`src/rtl/fq_ts_arbiter.sv`:
```
// Round-robin arbiter sharing one FQ timestamp-generator among NREQ requesters,
// with bounded burst grants, a global stall and a one-cycle registered response.
`ifndef TS_WIDTH
`define TS_WIDTH 16
`endif

module fq_ts_arbiter #(
  parameter int NREQ     = 4,
  parameter int TS_WIDTH = `TS_WIDTH,
  parameter int BURST    = 1
) (
  input  logic                     clock,
  input  logic                     reset,
  input  logic                     stall,
  input  logic [NREQ-1:0]          req_valid,
  input  logic [NREQ*TS_WIDTH-1:0] req_ts,
  output logic [NREQ-1:0]          req_ready,
  output logic                     fq_in_ready,
  output logic [TS_WIDTH-1:0]      fq_in_timestamp,
  input  logic [TS_WIDTH-1:0]      fq_out_timestamp,
  output logic [NREQ-1:0]          resp_valid,
  output logic [TS_WIDTH-1:0]      resp_ts
);

  localparam int         IW      = (NREQ > 1) ? $clog2(NREQ) : 1;
  localparam logic [3:0] BURST_C = 4'(BURST);

  logic [IW-1:0]       ptr_r, last_r;
  logic [3:0]          bcnt_r;
  logic [NREQ-1:0]     resp_valid_r;
  logic [TS_WIDTH-1:0] resp_ts_r;

  logic [IW-1:0]       cand_s, win_idx_s, ptr_nxt_s, last_nxt_s;
  logic                win_found_s, grant_s;
  logic [NREQ-1:0]     grant_oh_s;
  logic [3:0]          bcnt_inc_s, bcnt_nxt_s;
  logic [TS_WIDTH-1:0] fq_ts_s;

  // Circular search for the first valid requester starting at the pointer
  always_comb begin
    win_found_s = 1'b0;
    win_idx_s   = {IW{1'b0}};
    cand_s      = {IW{1'b0}};
    for (int k = 0; k < NREQ; k++) begin
      cand_s = IW'((32'(ptr_r) + 32'(k)) % 32'(NREQ));
      if (!win_found_s && req_valid[cand_s]) begin
        win_found_s = 1'b1;
        win_idx_s   = cand_s;
      end else begin
        win_found_s = win_found_s;
      end
    end
  end

  // Grant decode; reset and stall both suppress the winner
  always_comb begin
    grant_s = win_found_s & ~stall & ~reset;
    for (int i = 0; i < NREQ; i++) begin
      grant_oh_s[i] = grant_s && (win_idx_s == IW'(i));
    end
    if (grant_s) begin
      fq_ts_s = req_ts[32'(win_idx_s)*TS_WIDTH +: TS_WIDTH];
    end else begin
      fq_ts_s = {TS_WIDTH{1'b0}};
    end
  end

  // Pointer / burst bookkeeping: a winner keeps priority until its burst is used up
  always_comb begin
    ptr_nxt_s  = ptr_r;
    last_nxt_s = last_r;
    bcnt_nxt_s = bcnt_r;
    bcnt_inc_s = 4'd1;
    if (grant_s) begin
      last_nxt_s = win_idx_s;
      if ((win_idx_s == last_r) && (bcnt_r != 4'd0)) begin
        bcnt_inc_s = bcnt_r + 4'd1;
      end else begin
        bcnt_inc_s = 4'd1;
      end
      if (bcnt_inc_s == BURST_C) begin
        ptr_nxt_s  = (win_idx_s == IW'(NREQ-1)) ? {IW{1'b0}} : win_idx_s + IW'(1);
        bcnt_nxt_s = 4'd0;
      end else begin
        ptr_nxt_s  = win_idx_s;
        bcnt_nxt_s = bcnt_inc_s;
      end
    end else if (!stall && (req_valid == {NREQ{1'b0}})) begin
      // Only a truly idle cycle ends a burst; a stall preserves it
      bcnt_nxt_s = 4'd0;
    end else begin
      bcnt_nxt_s = bcnt_r;
    end
  end

  // State and response registers
  always_ff @(posedge clock) begin
    if (reset) begin
      ptr_r        <= {IW{1'b0}};
      last_r       <= {IW{1'b0}};
      bcnt_r       <= 4'd0;
      resp_valid_r <= {NREQ{1'b0}};
      resp_ts_r    <= {TS_WIDTH{1'b0}};
    end else begin
      ptr_r        <= ptr_nxt_s;
      last_r       <= last_nxt_s;
      bcnt_r       <= bcnt_nxt_s;
      resp_valid_r <= grant_oh_s;
      if (grant_s) begin
        resp_ts_r <= fq_out_timestamp;
      end else begin
        resp_ts_r <= resp_ts_r;
      end
    end
  end

  assign req_ready       = grant_oh_s;
  assign fq_in_ready     = grant_s;
  assign fq_in_timestamp = fq_ts_s;
  assign resp_valid      = resp_valid_r;
  assign resp_ts         = resp_ts_r;

endmodule

```
`config.mk`:
```
export PLATFORM = sky130hd
export DESIGN_NAME = fq_ts_arbiter
export DESIGN_NICKNAME = d
export VERILOG_FILES = /design/src/rtl/fq_ts_arbiter.sv
export SDC_FILE = /design/constraint.sdc
export NUM_CORES = 1
export LEC_CHECK = 0
export ABC_AREA = 1
export BUFFER_PORTS_ARGS = -buffer_cell sky130_fd_sc_hd__buf_2
export CELL_PAD_IN_SITES_DETAIL_PLACEMENT = 1
export CELL_PAD_IN_SITES_GLOBAL_PLACEMENT = 1
export CORE_MARGIN = 2
export CORE_UTILIZATION = 30
export DETAILED_ROUTE_END_ITERATION = 10
export GPL_TIMING_DRIVEN = 1
export PLACE_DENSITY = 0.86
export REMOVE_ABC_BUFFERS = 1
export SYNTH_ARGS = -nofsm -noshare
export SYNTH_HDL_FRONTEND = slang
export SYNTH_SLANG_ARGS = --single-unit
export TNS_END_PERCENT = 30
```
`constraint.sdc`:
```
create_clock -name clock -period 3.9 [get_ports clock]
set_clock_uncertainty 0.05 [all_clocks]
set_input_delay 0.39 -clock clock [delete_from_list [all_inputs] [get_ports clock]]
set_output_delay 0.39 -clock clock [all_outputs]
set_load 0.005 [all_outputs]
```
# ---- After elaboration in Yosys (flattened, before gate mapping)
# Cells that the tools add are included.
dict set report totals {
  out_inout_bits 41
  ff_bits 28
  elab_cells 65
  input_bits 87
}
dict set report classes {
  shifts 1
  muxes 24
  magnitude_cmp 4
  n_reduce_logical 17
  bitwise 4
  add_sub_neg 5
  n_eq_ne 5
}
# operator count
set ops {}
lappend ops {{$shiftx A64 B7 Y16} 1}
lappend ops {{$mux W4} 5}
lappend ops {{$mux W16} 1}
lappend ops {{$lt A2 B3 Y1 const B} 4}
lappend ops {{$mux W2} 6}
lappend ops {{$logic_and A1 B1 Y1} 9}
lappend ops {{$bmux W1 S2} 4}
lappend ops {{$mux W1} 8}
lappend ops {{$add A2 B1 Y2 const B} 2}
lappend ops {{$add A2 B2 Y2 const B} 2}
lappend ops {{$add A4 B1 Y4 const B} 1}
lappend ops {{$eq A2 B2 Y1 const B} 2}
lappend ops {{$eq A4 B1 Y1 const B} 1}
lappend ops {{$logic_not A1 Y1} 4}
lappend ops {{$logic_not A4 Y1} 1}
lappend ops {{$reduce_bool A4 Y1} 1}
lappend ops {{$and A1 B1 Y1} 2}
lappend ops {{$eq A2 B1 Y1 const B} 1}
lappend ops {{$eq A2 B2 Y1} 1}
lappend ops {{$logic_not A2 Y1} 1}
lappend ops {{$not A1 Y1} 2}
lappend ops {{$reduce_bool A2 Y1} 1}

# ---- Longest topological paths before layout
# Gate-level depths: netlist of the first run.
dict set report depth {
  depth_word 19
  depth_mapped 18
  ltp_nobuf 18
}

# ---- Worst setup path after synthesis of the first run
# Ideal clock, no wire load.
dict set report synth_timing {
  path_type {reg-to-output}
  startpoint {reg ptr_r[0]}
  endpoint {out req_ready[1]}
  n_path_buf 2
  path_stages_with_launch 14
  t_arrival_ns 1.625
  required_ns 3.460
  slack_ns 1.835
  cell_sequence {dfxtp_1 -> buf_4 -> nand2_1 -> nand3_1 -> nand2_1 -> nand2_1 -> nand2_1 -> nand2_2 -> nand3_4 -> inv_2 -> buf_6 -> ha_1 -> inv_1 -> nor2_1}
}
dict set report synth_between {
  word_cells_on_any_way 29
  cone_classes {3 x add/sub; 1 x eq/ne; 16 x mux; 2 x bitwise; 7 x reduce/logical}
}
# item line_no
set synth_rtl {}
lappend synth_rtl {{from (decl)} 28} ;# logic [IW-1:0] ptr_r, last_r;
lappend synth_rtl {{from (signal assigned)} 99} ;# ptr_r <= {IW{1'b0}};
lappend synth_rtl {{from (signal assigned)} 105} ;# ptr_r <= ptr_nxt_s;
lappend synth_rtl {{branches (longest 11 deep; another with $add A2 B1 Y2)} n/a}
lappend synth_rtl {{$mux W2 *} 46} ;# if (!win_found_s && req_valid[cand_s]) begin
lappend synth_rtl {{net win_idx_s[0]} 33} ;# logic [IW-1:0] cand_s, win_idx_s, ptr_nxt_s, last_nxt_s;
lappend synth_rtl {{$eq A2 B1 Y1 *} 59} ;# grant_oh_s[i] = grant_s && (win_idx_s == IW'(i));
lappend synth_rtl {{$logic_and A1 B1 Y1 *} 59}
lappend synth_rtl {{to (decl)} 17} ;# output logic [NREQ-1:0] req_ready,
# Mark *: on every way through the listed nets, which the timed path passes. The select of a mux whose other input is x is not followed.

# ---- Worst setup path after layout of the first run
dict set report layout_timing {
  startpoint {reg ptr_r[0]}
  endpoint {out fq_in_timestamp[7]}
}
dict set report layout_between {
  elab_chain_len 15
  word_cells_on_any_way 29
  cone_classes {3 x add/sub; 1 x shift; 17 x mux; 2 x bitwise; 6 x reduce/logical}
}
# item line_no
set layout_rtl {}
lappend layout_rtl {{branches (longest 14 deep; another with $add A2 B1 Y2)} n/a}
lappend layout_rtl {{$mux W16 *} 61} ;# if (grant_s) begin
lappend layout_rtl {{to (decl)} 19} ;# output logic [TS_WIDTH-1:0] fq_in_timestamp,
# Mark *: on every way between the ends. The select of a mux whose other input is x is not followed.

==> key figures, run 1 <==
STA
  – Setup TNS: 0 ns
  – Final Cycle Share: 0.887
  – Slew @ Worst Pin: 0.545 ns
  – Worst rel slew slack: 0.637
  – Slew Viols, Final: 0
  – Fmax: 289 MHz
  – Final hold vios: 0
  – RSZ-0062 raised after global routing: no
  – Final worst path period need: 3.46 ns
  – Final setup fails: 0

CTS
  – CTS tree: done
  – Post-CTS Repair Setup Buffers: 0
  – Number of buffers created by CTS: 3
  – Worst skew pair latency: 0.28 ns
  – Clk slew on worst S/H paths: 0.10 ns
  – H-tree level count: 1
  – Clock Path Buffers: 2
  – Root buf cell: clkbuf_8
  – Post-cts hold buffer count: 0
  – Clk sinks: 28
  – Cts repair resizes: 0

Critical path
  – Slowest cell delay on critical path: 0.58 ns
  – Critical path endpoint category: output pin
  – Reg2reg path depth: 13
  – Max FO, Critical Path: 38
  – Worst r2r dst: ptr_r[1]
  – Reg2reg start: ptr_r[0]
  – CP Buf/Inv Count: 4
  – Kind of critical path: reg2out
  – R2R setup slack: 1.03 ns
  – Cell family with most CP delay: simple AND/OR/NAND/NOR gates
  – CP Launch Type: register
  – CP cell instances: inv_2 > nand2_1 > nand3_2 > nand2_2 > inv_1 > nand3_2 > nand3_4 > inv_2 > o21ai_1 > o21bai_1 > a21oi_1 > buf_2
  – Critical path arrival: 3.02 ns
  – Critical path required time: 3.46 ns
  – Cell at the slowest stage of the critical path: dfxtp_1

Global routing
  – GRT met2 Usage: 0.343
  – GR Util met1: 0.222
  – Largest net degree at the start of global routing: 39
  – Remaining Overflow, GRT: 0
  – First-pass GRT wire length: 11300 microns
  – Antenna violations before repair: 0
  – Gr busiest metal: met2
  – Met3 Track Usage GR: 0.0272
  – Vias in the first global route: 2445
  – Gr usage total: 0.187

Power and ir drop
  – Switching share of power: 0.452
  – Switch Pwr: 0.651 mW
  – P_leak: 1.55 nW
  – Pwr dens: 526 nW/um^2
  – Total power: 1.44 mW
  – Clk pwr share: 0.164
  – Int Power: 0.790 mW
  – Comb pwr share: 0.599
  – Peak supply drop: 0.000235 V
  – Sequential share of power: 0.237

Die
  – Full die area: 7280 sq um
  – Initial Utilization: 0.311
  – Chip Height: 85.3 microns
  – Area of the core: 6390 sq um
  – Rows: 29
  – Ports: 128
  – Die Wd: 85.3 microns

Hold path
  – Hold path cells: 2
  – Worst Hold End: resp_ts[0]
  – Hold crit path type: in2reg
  – HP Start: fq_out_timestamp[0]

Routing
  – Via-per-instance ratio: 4.87
  – Routed WL per cell: 14.1 microns
  – Final ANT Viol Nets: 0
  – DRT Pass-1 Iters: 4
  – Via count: 2314
  – DRT iter0 DRCs: 69
  – # DRC: 0
  – Final wirelength: 6710 microns

Synthesis
  – Synth Area in Adders: 0.0378
  – Synth warn: 0
  – Simple-gate share of the synthesized area: 0.283
  – Yosys cell types: 31
  – Complex-gate fraction of the synthesized area: 0.218
  – Cells after Synth: 277
  – Largest family of logic cells by synthesized area: simple AND/OR/NAND/NOR gates
  – Mux contribution to synthesized area: 0.0807
  – Sequential area share after synthesis: 0.282
  – Synthesized area: 1980 sq um
  – Post-Synth XOR/XNOR Area: 0.00883
  – Avg Inst Size Synth: 7.16 sq um
  – Synth Register Bits: 28

Finish
  – Ant. Diodes: 0
  – Final Net Count: 492
  – Layout cells sized above 1: 0.402
  – Synthesis-to-layout area growth: 38.0%

Job
  – Max cap viols: 0

Place
  – IO buf count: 127
  – Post-detail-place hpwl: 5360 microns
  – Placer Congestion: 0.875

Run status
  – Status: complete, no violations
[kinds of logic (layout without fill, tap and decap cells)]
| kind of cell | count (synthesis) | after routing |
|---|---|---|
| buf+inv | 42 | 163 |
| simple gates | 118 | 118 |
| mux | 16 | 16 |
| flops | 28 | 28 |
| compound gates | 65 | 65 |
| fa+ha+maj | 6 | 6 |
| xor+xnor | 2 | 2 |
[placed cells by master, fill, tap and decap left out, types with 2 or more instances in the layout]
cell / count
a21oi_1: 14
a22o_1: 14
buf_2: 127
buf_4: 2
clkbuf_8: 3
dfxtp_1: 28
ha_1: 6
inv_1: 24
inv_2: 6
mux2i_1: 16
nand2_1: 60
nand2_2: 10
nand3_1: 11
nand3_2: 4
nand4_1: 3
nor2_1: 25
o21ai_0: 6
o21ai_1: 11
o21bai_1: 12
o22ai_1: 5
xor2_1: 2
[metrics by stage]
| step | setup WS (ns) | instance area (sq um) | hold slack, ns | std cells | util |
|---|---|---|---|---|---|
| after CTS | 0.412 | 2740 | 0.259 | 475 | 0.429 |
| after global routing | 0.0600 | 2740 | 0.256 | 475 | 0.429 |
| after detailed placement | 0.734 | 2670 | 0.418 | 471 | 0.418 |
| final | 0.439 | 2740 | 0.261 | 475 | 0.429 |
| after global placement | 0.833 | 2670 | 0.411 | 471 | 0.418 |
| after floorplan | 1.32 | 1920 | 0.402 | 265 | - |
[flip-flops by register name, summed over array words and instances (netlist names)]
register / cells
bcnt_r: 4
last_r: 2
ptr_r: 2
resp_ts: 16
resp_valid: 4
[routing by layer]
metal  part of all wire  wire length (microns)
met5                  0                      0
met2               0.53                   3530
met1               0.41                   2780
met4              0.024                    162
met3              0.036                    241
[area by class of cell]
class / instances / area [sq um]
Clock buffer: 3 / 41.3
Tap cell: 77 / 96.3
Multi-Input combinational cell: 207 / 1250
Clock inverter: 1 / 30.0
Sequential cell: 28 / 561
Fill cell: 865 / 3650
Timing Repair Buffer: 129 / 651
Inverter: 30 / 113
[synth_stat cells, drive strengths merged]
master / number / share of area
nor2: 28 / 0.066
nand4: 3 / 0.0095
o21ai: 17 / 0.043
ha: 6 / 0.038
mux2i: 16 / 0.081
o31ai: 1 / 0.0038
o22ai: 5 / 0.016
buf: 6 / 0.020
o41ai: 1 / 0.0082
a21oi: 15 / 0.040
nand3: 16 / 0.057
clkbuf: 6 / 0.013
a22o: 14 / 0.062
dfxtp: 28 / 0.28
inv: 30 / 0.057
xor2: 2 / 0.0088
nand2: 71 / 0.15
o21bai: 12 / 0.045
[worst max-delay path by stage]
stage          slack [ns]  cells after the start      from                 end
3_5_place_dp         0.73                     14  ptr_r[0]  fq_in_timestamp[7]
5_1_grt              0.06                     12  ptr_r[0]  fq_in_timestamp[7]
4_1_cts              0.41                     14  ptr_r[0]  fq_in_timestamp[7]
2_1_floorplan        1.32                     13  ptr_r[0]  fq_in_timestamp[1]
3_3_place_gp         0.83                     12  ptr_r[0]  fq_in_timestamp[1]
6_report             0.44                     12  ptr_r[0]  fq_in_timestamp[7]
[power groups by stage]
| stage | Sequential, mW | Combinational, mW | Clock (mW) |
|---|---|---|---|
| after floorplan | 0.347 | 0.609 | 0 |
| after global placement | 0.348 | 0.838 | 0 |
| after detailed placement | 0.349 | 0.869 | 0 |
| after CTS | 0.342 | 0.876 | 0.236 |
| after global routing | 0.347 | 0.972 | 0.248 |
| final | 0.342 | 0.863 | 0.236 |
[worst register-to-register path: stages, from the launching register on]
cell     delay [ns]
dfxtp_1        0.58
inv_2          0.16
nand2_1        0.14
nand3_2        0.10
nand2_2        0.12
inv_1          0.08
nand3_2        0.11
nand3_4        0.43
inv_2          0.47
ha_1           0.30
inv_1          0.06
nand2_1        0.05
nand3_1        0.09
nand2_1        0.05
Note: power is estimated with default switching activity, not from simulation.
==> run 2, diff against run 1 <==
Settings changed: PLACE_DENSITY 0.86 to 0.88.
==> run 2 against run 1 <==
  * Combinational power grew 2%
  * Sequential power is essentially flat
  * First-iteration DRC count increased by 52%
  * Clock-buffer cell count unchanged
  * Total power grew 1.1%
  * Routed wire length up 6.2%
  * Critical endpoint is now fq_in_timestamp[9]
==> key figures, run 2 (same netlist as run 1, synthesis figures left out) <==
Run status
  – Status: complete, no violations

CTS
  – Worst skew pair latency: 0.29 ns
  – Number of buffers created by CTS: 3
  – CTS tree: done
  – Post-cts hold buffer count: 0
  – Cts repair resizes: 0
  – H-tree level count: 1
  – Post-CTS Repair Setup Buffers: 0
  – Clk slew on worst S/H paths: 0.11 ns
  – Clock Path Buffers: 2
  – Root buf cell: clkbuf_8
  – Clk sinks: 28

Place
  – IO buf count: 127
  – Post-detail-place hpwl: 5500 microns
  – Placer Congestion: 0.877
  – Worst slack, placed: 0.711 ns

Power and ir drop
  – Switch Pwr: 0.666 mW
  – Comb pwr share: 0.602
  – Peak supply drop: 0.000310 V
  – Clk pwr share: 0.163
  – Int Power: 0.791 mW
  – Sequential share of power: 0.235
  – Switching share of power: 0.457
  – Pwr dens: 532 nW/um^2
  – P_leak: 1.55 nW

STA
  – Final Hold Slack: 0.262 ns
  – Final hold vios: 0
  – Final setup fails: 0
  – Fmax: 282 MHz
  – Setup TNS: 0 ns
  – Worst rel slew slack: 0.623
  – Final Cycle Share: 0.911
  – Worst setup margin: 0.348 ns
  – Final worst path period need: 3.55 ns
  – Slew Viols, Final: 0
  – RSZ-0062 raised after global routing: no
  – Slew @ Worst Pin: 0.565 ns

Die
  – Initial Utilization: 0.311
  – Area of the core: 6390 sq um
  – Ports: 128
  – Die Wd: 85.3 microns
  – Chip Height: 85.3 microns
  – Rows: 29
  – Full die area: 7280 sq um

Global routing
  – Vias in the first global route: 2495
  – First-pass GRT wire length: 11600 microns
  – Remaining Overflow, GRT: 0
  – Gr usage total: 0.193
  – Largest net degree at the start of global routing: 39
  – Antenna violations before repair: 0

Finish
  – Leading cell type in the layout, fill and taps excluded: buf_2
  – Max FFs per register: 16
  – Most frequent cells in the layout: 127 x buf_2, 60 x nand2_1, 28 x dfxtp_1, 25 x nor2_1, 24 x inv_1
  – Ant. Diodes: 0
  – Layout cells sized above 1: 0.402
  – Final Net Count: 492
  – Synthesis-to-layout area growth: 38.0%

Routing
  – Final wirelength: 7130 microns
  – Final ANT Viol Nets: 0
  – # DRC: 0
  – Via count: 2406
  – Routed WL per cell: 15.0 microns
  – DRT Pass-1 Iters: 4
  – DRT iter0 DRCs: 105
  – Via-per-instance ratio: 5.07

Critical path
  – Critical path required time: 3.46 ns
  – CP Launch Type: register
  – Critical path arrival: 3.11 ns
  – Max FO, Critical Path: 38
  – R2R setup slack: 0.86 ns
  – Worst r2r dst: ptr_r[1]
  – Reg2reg path depth: 13
  – Reg2reg start: ptr_r[0]
  – Critical path endpoint category: output pin
  – Kind of critical path: reg2out

Hold path
  – Worst Hold End: resp_ts[8]
  – Hold crit path type: in2reg
  – HP Start: fq_out_timestamp[8]
  – Hold path cells: 2

Job
  – Max cap viols: 0
==> run 2: cell counts in the layout (fill, tap and decap cells not counted) <==
Identical to the previous run, type by type.
==> run 2: area by class of cell <==
cell class,count,area (sq um)
Fill cell,877,3650
Multi-Input combinational cell,207,1250
Timing Repair Buffer,129,651
Sequential cell,28,561
Inverter,30,113
Tap cell,77,96.3
Clock buffer,3,41.3
Clock inverter,1,30.0
==> run 2: power groups by stage <==
stage                     Clock [mW]  Combinational, mW  Sequential [mW]
after global routing           0.249              0.983            0.346
after detailed placement           0              0.872            0.349
after CTS                      0.238              0.888            0.342
after global placement             0              0.841            0.348
final                          0.238              0.877            0.343
after floorplan                    0              0.609            0.347
==> run 2: through the flow <==
stage / cell area [sq um] / util / std cells / power [mW]
CTS: 2740 / 0.429 / 475 / 1.47
floorplan: 1920 / - / 265 / 0.955
global placement: 2670 / 0.418 / 471 / 1.19
detailed placement: 2670 / 0.418 / 471 / 1.22
finish: 2740 / 0.429 / 475 / 1.46
global route: 2740 / 0.429 / 475 / 1.58
==> run 2: worst max path at each step <==
stage | startpoint | endpoint | slack [ns] | cells past startpoint
finish | ptr_r[0] | fq_in_timestamp[9] | 0.35 | 12
detailed placement | ptr_r[0] | fq_in_timestamp[11] | 0.71 | 14
CTS | ptr_r[0] | fq_in_timestamp[11] | 0.33 | 14
global placement | ptr_r[0] | fq_in_timestamp[11] | 0.81 | 14
global route | ptr_r[0] | fq_in_timestamp[7] | 0.04 | 12
floorplan | ptr_r[0] | fq_in_timestamp[1] | 1.32 | 13
==> run 2: routing by layer <==
layer / GRT usage / vias to the layer above / wire, microns
li1: - / 1161 / -
met1: 0.228 / 1157 / 2860
met2: 0.358 / 65 / 3810
met3: 0.0204 / 23 / 248
met4: 0.0707 / 0 / 213
met5: 0 / - / 0
==> run 2: critical path, stage by stage, from the launching register on <==
cell and delay [ns]:
dfxtp_1 0.60, inv_2 0.18, nand2_1 0.14, nand3_1 0.12, nand2_1 0.12, nand2_1 0.09, nand3_2 0.10, nand3_4 0.43
inv_2 0.48, o21ai_1 0.10, o21bai_1 0.16, a21oi_1 0.15, buf_2 0.13
